### src/rtl/traffic_pkg.sv
// Shared constants and types for the traffic display scanner: mode codes,
// slot indices, 7-segment patterns (g..a) and the scan FSM state.
package traffic_pkg;

    localparam logic [1:0] MODE_AUTO   = 2'b00;
    localparam logic [1:0] MODE_POLICE = 2'b01;
    localparam logic [1:0] MODE_TOGGLE = 2'b10;

    localparam logic [1:0] SLOT_A_H = 2'd0;
    localparam logic [1:0] SLOT_A_L = 2'd1;
    localparam logic [1:0] SLOT_B_H = 2'd2;
    localparam logic [1:0] SLOT_B_L = 2'd3;

    localparam logic [6:0] SEG_0     = 7'h3F;
    localparam logic [6:0] SEG_1     = 7'h06;
    localparam logic [6:0] SEG_2     = 7'h5B;
    localparam logic [6:0] SEG_3     = 7'h4F;
    localparam logic [6:0] SEG_4     = 7'h66;
    localparam logic [6:0] SEG_5     = 7'h6D;
    localparam logic [6:0] SEG_6     = 7'h7D;
    localparam logic [6:0] SEG_7     = 7'h07;
    localparam logic [6:0] SEG_8     = 7'h7F;
    localparam logic [6:0] SEG_9     = 7'h6F;
    localparam logic [6:0] SEG_DASH  = 7'h40;
    localparam logic [6:0] SEG_BLANK = 7'h00;

    typedef enum logic [1:0] {
        ST_IDLE = 2'd0,
        ST_SCAN = 2'd1,
        ST_DARK = 2'd2
    } scan_state_t;

    // Observability bundle: FSM state plus the latched mode and blink phase.
    typedef struct packed {
        scan_state_t state;
        logic [1:0]  mode;
        logic        blink_on;
    } scan_dbg_t;

    function automatic logic mode_blinks(input logic [1:0] m);
        return (m == MODE_POLICE) || (m == MODE_TOGGLE);
    endfunction

endpackage

### src/rtl/seg7_decode.sv
// Combinational BCD nibble to 7-segment (g..a) decoder; 10..15 show a dash.
// Optional: LEADING_ZERO_BLANK_EN blanks a zero in tens-digit positions.
module seg7_decode
    import traffic_pkg::*;
(
    input  logic [3:0] value,
    input  logic       lead_pos,
    output logic [6:0] seg
);

`ifdef LEADING_ZERO_BLANK_EN
    localparam bit BLANK_EN = 1'b1;
`else
    localparam bit BLANK_EN = 1'b0;
`endif

    always_comb begin
        case (value)
            4'd0:    seg = SEG_0;
            4'd1:    seg = SEG_1;
            4'd2:    seg = SEG_2;
            4'd3:    seg = SEG_3;
            4'd4:    seg = SEG_4;
            4'd5:    seg = SEG_5;
            4'd6:    seg = SEG_6;
            4'd7:    seg = SEG_7;
            4'd8:    seg = SEG_8;
            4'd9:    seg = SEG_9;
            default: seg = SEG_DASH;
        endcase
        if (BLANK_EN && lead_pos && (value == 4'd0)) begin
            seg = SEG_BLANK;
        end
    end

endmodule

### src/rtl/traffic_display_scan.sv
// Latches the controller's timer nibbles once per frame and scans them onto a
// 4-digit common-cathode display, blinking in police/toggle mode.
module traffic_display_scan
    import traffic_pkg::*;
#(
    parameter int SCAN_DIV     = 1000,
    parameter int BLINK_FRAMES = 125
)
(
    input  logic       clk,
    input  logic       rst,
    input  logic [3:0] a_ti_h,
    input  logic [3:0] a_ti_l,
    input  logic [3:0] b_ti_h,
    input  logic [3:0] b_ti_l,
    input  logic       a_l,
    input  logic       b_l,
    input  logic [1:0] mode,
    output logic [7:0] seg,
    output logic [3:0] dig_en,
    output logic       frame_start,
    output scan_dbg_t  dbg
);

    localparam int DIV_W = $clog2(SCAN_DIV);
    localparam int FC_W  = (BLINK_FRAMES > 1) ? $clog2(BLINK_FRAMES) : 1;
    localparam logic [DIV_W-1:0] DIV_LAST = DIV_W'(SCAN_DIV - 1);
    localparam logic [FC_W-1:0]  FC_LAST  = FC_W'(BLINK_FRAMES - 1);

    scan_state_t      state, state_d;
    logic [DIV_W-1:0] div, div_d;
    logic [1:0]       slot, slot_d;
    logic [FC_W-1:0]  frame_cnt, frame_cnt_d;
    logic             blink_on, blink_on_d;
    logic             capture;

    logic [3:0] sh_a_ti_h, sh_a_ti_l, sh_b_ti_h, sh_b_ti_l;
    logic       sh_a_l, sh_b_l;
    logic [1:0] sh_mode;

    logic [3:0] nibble;
    logic       dp;
    logic       lead_pos;
    logic [6:0] dec_seg;
    logic [7:0] seg_d;
    logic [3:0] dig_en_d;
    logic       frame_start_d;

    always_comb begin
        state_d     = state;
        div_d       = (div == DIV_LAST) ? '0 : div + 1'b1;
        slot_d      = slot;
        frame_cnt_d = frame_cnt;
        blink_on_d  = blink_on;
        capture     = 1'b0;

        if (div == DIV_LAST) begin
            if (state == ST_IDLE) begin
                capture = 1'b1;
            end else begin
                slot_d  = slot + 2'd1;
                capture = (slot == SLOT_B_L);
            end
        end

        // The mode being latched on this edge already governs the new frame.
        if (capture) begin
            if (mode_blinks(mode)) begin
                if (frame_cnt == FC_LAST) begin
                    frame_cnt_d = '0;
                    blink_on_d  = ~blink_on;
                end else begin
                    frame_cnt_d = frame_cnt + 1'b1;
                end
            end else begin
                frame_cnt_d = '0;
                blink_on_d  = 1'b1;
            end
        end

        case (state)
            ST_IDLE: if (capture) state_d = ST_SCAN;
            ST_SCAN: if (capture && !blink_on_d) state_d = ST_DARK;
            ST_DARK: if (capture && blink_on_d) state_d = ST_SCAN;
            default: state_d = ST_IDLE;
        endcase

        dig_en_d      = ((state_d == ST_SCAN) && (div_d != '0)) ? (4'b0001 << slot_d) : 4'b0000;
        frame_start_d = (state_d != ST_IDLE) && (div_d == '0) && (slot_d == SLOT_A_H);
        seg_d         = (state == ST_IDLE) ? 8'h00 : {dp, dec_seg};
    end

    always_comb begin
        nibble = sh_a_ti_h;
        dp     = 1'b0;
        case (slot)
            SLOT_A_H: nibble = sh_a_ti_h;
            SLOT_A_L: begin nibble = sh_a_ti_l; dp = sh_a_l; end
            SLOT_B_H: nibble = sh_b_ti_h;
            default:  begin nibble = sh_b_ti_l; dp = sh_b_l; end
        endcase
    end

    assign lead_pos = (slot == SLOT_A_H) || (slot == SLOT_B_H);

    seg7_decode u_decode (
        .value    (nibble),
        .lead_pos (lead_pos),
        .seg      (dec_seg)
    );

    always_ff @(posedge clk or negedge rst) begin
        if (!rst) begin
            state     <= ST_IDLE;
            div       <= '0;
            slot      <= SLOT_A_H;
            frame_cnt <= '0;
            blink_on  <= 1'b1;
        end else begin
            state     <= state_d;
            div       <= div_d;
            slot      <= slot_d;
            frame_cnt <= frame_cnt_d;
            blink_on  <= blink_on_d;
        end
    end

    always_ff @(posedge clk or negedge rst) begin
        if (!rst) begin
            sh_a_ti_h <= '0;
            sh_a_ti_l <= '0;
            sh_b_ti_h <= '0;
            sh_b_ti_l <= '0;
            sh_a_l    <= 1'b0;
            sh_b_l    <= 1'b0;
            sh_mode   <= MODE_AUTO;
        end else if (capture) begin
            sh_a_ti_h <= a_ti_h;
            sh_a_ti_l <= a_ti_l;
            sh_b_ti_h <= b_ti_h;
            sh_b_ti_l <= b_ti_l;
            sh_a_l    <= a_l;
            sh_b_l    <= b_l;
            sh_mode   <= mode;
        end
    end

    always_ff @(posedge clk or negedge rst) begin
        if (!rst) begin
            seg         <= 8'h00;
            dig_en      <= 4'b0000;
            frame_start <= 1'b0;
        end else begin
            seg         <= seg_d;
            dig_en      <= dig_en_d;
            frame_start <= frame_start_d;
        end
    end

    assign dbg = {state, sh_mode, blink_on};

endmodule
### config.mk
export PLATFORM = sky130hd
export DESIGN_NAME = traffic_display_scan
export DESIGN_NICKNAME = d
export VERILOG_FILES = /design/src/rtl/traffic_pkg.sv /design/src/rtl/seg7_decode.sv /design/src/rtl/traffic_display_scan.sv
export SDC_FILE = /design/constraint.sdc
export NUM_CORES = 1
export LEC_CHECK = 0
export CAP_MARGIN = 10
export CELL_PAD_IN_SITES_DETAIL_PLACEMENT = 0
export CELL_PAD_IN_SITES_GLOBAL_PLACEMENT = 2
export CORE_MARGIN = 2
export CORE_UTILIZATION = 38
export DETAILED_ROUTE_END_ITERATION = 8
export PLACE_DENSITY_LB_ADDON = 0.3
export SLEW_MARGIN = 5
export SYNTH_ARGS = -nofsm -noshare
export SYNTH_HDL_FRONTEND = slang
export SYNTH_HIERARCHICAL = 1
export SYNTH_SLANG_ARGS = --single-unit
export TNS_END_PERCENT = 10
### constraint.sdc
create_clock -name clk -period 3.5 [get_ports clk]
set_input_delay 0.525 -clock clk [delete_from_list [all_inputs] [get_ports clk]]
set_output_delay 0.525 -clock clk [all_outputs]
set_load 0.005 [all_outputs]
# == Yosys cells after proc, flatten, opt, wreduce, memory -nomap -nowiden ==
# Memory sizes are Yosys's and may differ from the RTL's.
# Cells that the tools add are included.
# totals
elab_cells,63
n_memories,1
out_inout_bits,18
mem_bits_ro,112
register_bits,55
inputBits,22
# memory_table
name,depth,word_bits,rd,rd_clocked_by_memory_dff,write_ports,line_no,rtl
(name not given),16,7,1,0,0,seg7_decode.sv:18,case (value)
# op_classes
bitwise_logic,1
n_mux,18
reduce_logical,14
shifts,1
n_eq_ne,10
n_addsub,3
# ops
op,count
7-bit two-way mux,2
4-bit one-hot mux with 3 select lines,1
10-bit by 1-bit adder with 10-bit output (second input constant),1
10-bit == test (second input constant),1
10-bit logical NOT,1
10-bit two-way mux,1
2-bit two-way mux,5
10-bit nonzero test,1
2-bit by 1-bit == test with 1-bit output (second input constant),4
2-bit == test (second input constant),4
8-bit two-way mux,1
7-bit by 1-bit adder with 7-bit output (second input constant),1
7-bit == test (second input constant),1
2-bit logical NOT,3
2-bit one-hot mux with 3 select lines,1
1-bit logical AND,5
1-bit two-way mux,5
4-bit two-way mux,1
1-bit by 2-bit left shift with 4-bit output (first input constant),1
2-bit by 1-bit adder with 2-bit output (second input constant),1
1-bit one-hot mux with 2 select lines,1
2-bit nonzero test,1
2-bit OR reduction,1
1-bit logical NOT,1
2 further kinds,2

# == Depth between registers and ports, before layout ==
# depth
word_depth,11
mapped_depth,9
depth_no_buf,9

# == Cells and area by module ==
# The synthesis kept the hierarchy.
# by_module_without_submodules
mod,n_inst,seq_area_each_um2,area_each_um2,cells_each
traffic_display_scan,1,1377.6,2647.5,242
seg7_decode,1,0.0,227.7,29

# == Least setup slack after synthesis ==
# No wires, ideal clock.
# synth_timing
kind,reg2reg
from,register slot[0]
to,register seg[5]
required_ps,3381
setup_slack_ps,1257
path_buffers,1
synth_period_minus_slack_ps,2243
setup_ps,119
stages_incl_launch_ff,9
arrival_ps,2124
path_cell_list,dfrtp_1 ha_1 clkbuf_1 mux2i_1 inv_1 ha_1 nor2b_1 o31a_1 and2_1
# synth_between
elab_chain_len,4
elab_cells_between_ends,6
classes_between,2 x eq/ne; 2 x mux; 1 x reduce/logical; 1 x memory
# synth_rtl
item,line_no,rtl
start: declaration,traffic_display_scan.sv:32,"logic [1:0] slot, slot_d;"
start signal: assignment,traffic_display_scan.sv:122,slot <= slot_d;
2-bit == test (tied with other cells),traffic_display_scan.sv:96,case (slot)
4-bit one-hot mux with 3 select lines (*),traffic_display_scan.sv:96,
net nibble[1],traffic_display_scan.sv:41,logic [3:0] nibble;
memory 16 x 7 bit (*),-,
net dec_seg[5],traffic_display_scan.sv:44,logic [6:0] dec_seg;
8-bit two-way mux (*),traffic_display_scan.sv:90,"seg_d = (state == ST_IDLE) ? 8'h00 : {dp, dec_seg};"
net seg_d[5],traffic_display_scan.sv:45,logic [7:0] seg_d;
end signal: assignment,traffic_display_scan.sv:154,seg <= seg_d;
end: declaration,traffic_display_scan.sv:19,"output logic [7:0] seg,"
# Mark *: on every way through the listed nets, which the timed path passes. The rest lies on a longest branch.
# A chain may end at the register's enable or synchronous reset.

# == Final worst setup path ==
# Same ends and word-level chain as after synthesis.

==> results.sh <==
export IMPL_syn_to_final_growth_pct=19.8
export IMPL_syn_mean_instance_area_um2=10.6
export IMPL_clock_latency_ns=0.31
export IMPL_cts_tree="built"
export IMPL_drv_cap=0
export IMPL_htree_num_levels=2
export IMPL_tns_ns=0
export IMPL_min_period_over_period_pct=74.0
export IMPL_pre_cts_ws_ns=0.908
export IMPL_grt_start_max_net_pins=56
export IMPL_antenna_found_initial=0
export IMPL_hold_ws_ns=0.326
export IMPL_dieArea_mm2=0.00826
export IMPL_rsz0062_at_grt="no"
export IMPL_combPwrFrac_pct=6.6
export IMPL_seqPwrFrac_pct=56.2
export IMPL_p_sw_uw=259
export IMPL_vias=2051
export IMPL_start_util_pct=39.3
export IMPL_track_usage_pct=13.8
export IMPL_crit_arrival_ns=2.80
export IMPL_hold_viol=0
export IMPL_synthCells=270
export IMPL_syn_nets=306
export IMPL_drt_iter0_drc=105
export IMPL_cts_repair_resize_count=0
export IMPL_rows=31
export IMPL_top_layer="met4"
export IMPL_swShare_pct=22.3
export IMPL_ios=40
export IMPL_route_met2_wl_um=2310
export IMPL_cp_max_fo=8
export IMPL_grt_pass1_wl_um=9250
export IMPL_status="complete, no violations"
export IMPL_die_h_um=90.9
export IMPL_grt_overflow=0
export IMPL_worst_slack_ns=0.911
export IMPL_cts_buffer_depth=2
export IMPL_cellPowerDensity_mw_per_mm2=338
export IMPL_worstPathRequired_ns=3.71
export IMPL_criticalPathCategory="flop to flop"
export IMPL_drv_slew=0
export IMPL_clockRootBuffer="clkbuf_8"
export IMPL_drive_gt1_share_pct=5.23
export IMPL_tightest_slew_ns=0.840
export IMPL_stdcell_area_mm2=0.00344
export IMPL_cts_buffers=5
export IMPL_critPathLaunchType="flop"
export IMPL_num_antenna_cells=0
export IMPL_reg2reg_depth=9
export IMPL_leakage_uw=0.00149
export IMPL_clockPowerShare_pct=37.3
export IMPL_routed_wl_um=5370
export IMPL_placed_area_mm2=0.00332
export IMPL_synth_area_mm2=0.00287
export IMPL_cts_hold_buf=0
export IMPL_place_congestion=0.798
export IMPL_avgRoutedWirePerCell_um=13.3
export IMPL_hpwlAfterDp_um=3910
export IMPL_die_x_um=90.9
export IMPL_numPortBuffers=39
export IMPL_min_period_ns=2.59
export IMPL_nNetsFinal=341
export IMPL_drc=0
export IMPL_wirelength_met1_um=2750
export IMPL_maxSlewHeadroom_pct=42.4
export IMPL_cts_setup_buffers=0
export IMPL_r2r_slack_ns=0.91
export IMPL_peakVddDrop_uv=214
export IMPL_max_freq_mhz=386
export IMPL_core_mm2=0.00729
export IMPL_final_antenna_net_count=0
export IMPL_clk_pin_slew_ns=0.10
export IMPL_finalSetupViolCount=0
export IMPL_timing_rr_end="seg[5]"
export IMPL_rr_startpoint="slot[0]"
export IMPL_wl_met3_um=257
export IMPL_dr_pass1_iters=4
export IMPL_yosysWarnings=6
export IMPL_clock_sinks=55
export IMPL_hp_class="input port to async pin"
export IMPL_cell_internal_pwr_uw=903
export IMPL_endpoint_kind="flop"
export IMPL_grt_pass1_vias=1890
export IMPL_skew_ns=0.0113
export IMPL_viasPerCell=5.06
==> registers in the layout, summed over array words and instances (netlist names), 4 cells and up <==
name	count
div	10
seg	8
frame_cnt	7
dig_en	4
sh_a_ti_h	4
sh_a_ti_l	4
sh_b_ti_h	4
sh_b_ti_l	4
==> power by group through the flow <==
stage,combinational [uW],clock [uW],sequential [uW]
floorplan,34.8,0,664
global placement,78.1,0,666
detailed placement,78.7,0,666
CTS,78.8,452,653
global route,87.5,476,655
finish,76.5,433,653
==> stage by stage <==
stage	std cells	total power [uW]	utilization (%)
floorplan	270	699	-
global placement	397	744	45.5
detailed placement	397	745	45.5
CTS	405	1180	47.1
global route	405	1220	47.1
finish	405	1160	47.1
==> cell usage in the layout (no fill, tap or decap), types with 8 or more instances in the layout <==
| cell | n |
|---|---|
| dfrtp_1 | 54 |
| nor2_1 | 16 |
| and2_1 | 9 |
| mux2_1 | 21 |
| a21oi_1 | 8 |
| inv_1 | 16 |
| o21ai_0 | 13 |
| nand2_1 | 18 |
| clkdlybuf4s50_1 | 38 |
| ha_1 | 14 |
==> worst max path at each step <==
| stage | from | to | slack, ns |
|---|---|---|---|
| 2_1_floorplan | slot[0] | seg[5] | 1.26 |
| 3_3_place_gp | slot[0] | seg[5] | 1.02 |
| 3_5_place_dp | slot[0] | seg[5] | 0.91 |
| 4_1_cts | slot[0] | seg[5] | 0.90 |
| 5_1_grt | slot[0] | seg[5] | 0.58 |
| 6_report | slot[0] | seg[5] | 0.91 |
==> final cells by class <==
cell class	count	area (um^2)
sequential	55	1380
clock inverter	3	46.3
fill	727	3860
multi-input combinational	185	1350
timing repair buffer	42	408
tap	99	124
inverter	16	60.1
clock buffer	5	68.8
==> critical path, stage by stage, from the launching register on <==
cell,delay [ns]
dfrtp_1,0.48
inv_1,0.23
ha_1,0.27
a222oi_1,0.13
mux2i_1,0.47
inv_1,0.17
ha_1,0.23
nor2b_1,0.13
o31a_1,0.26
and2_1,0.13
==> layer usage <==
| layer | GRT usage [%] | up-vias |
|---|---|---|
| met2 | 19.9 | 41 |
| met4 | 4.17 | 0 |
| met5 | 0 | - |
| li1 | - | 1026 |
| met3 | 3.34 | 5 |
| met1 | 20.6 | 979 |
(Power assumes the default switching activity.)
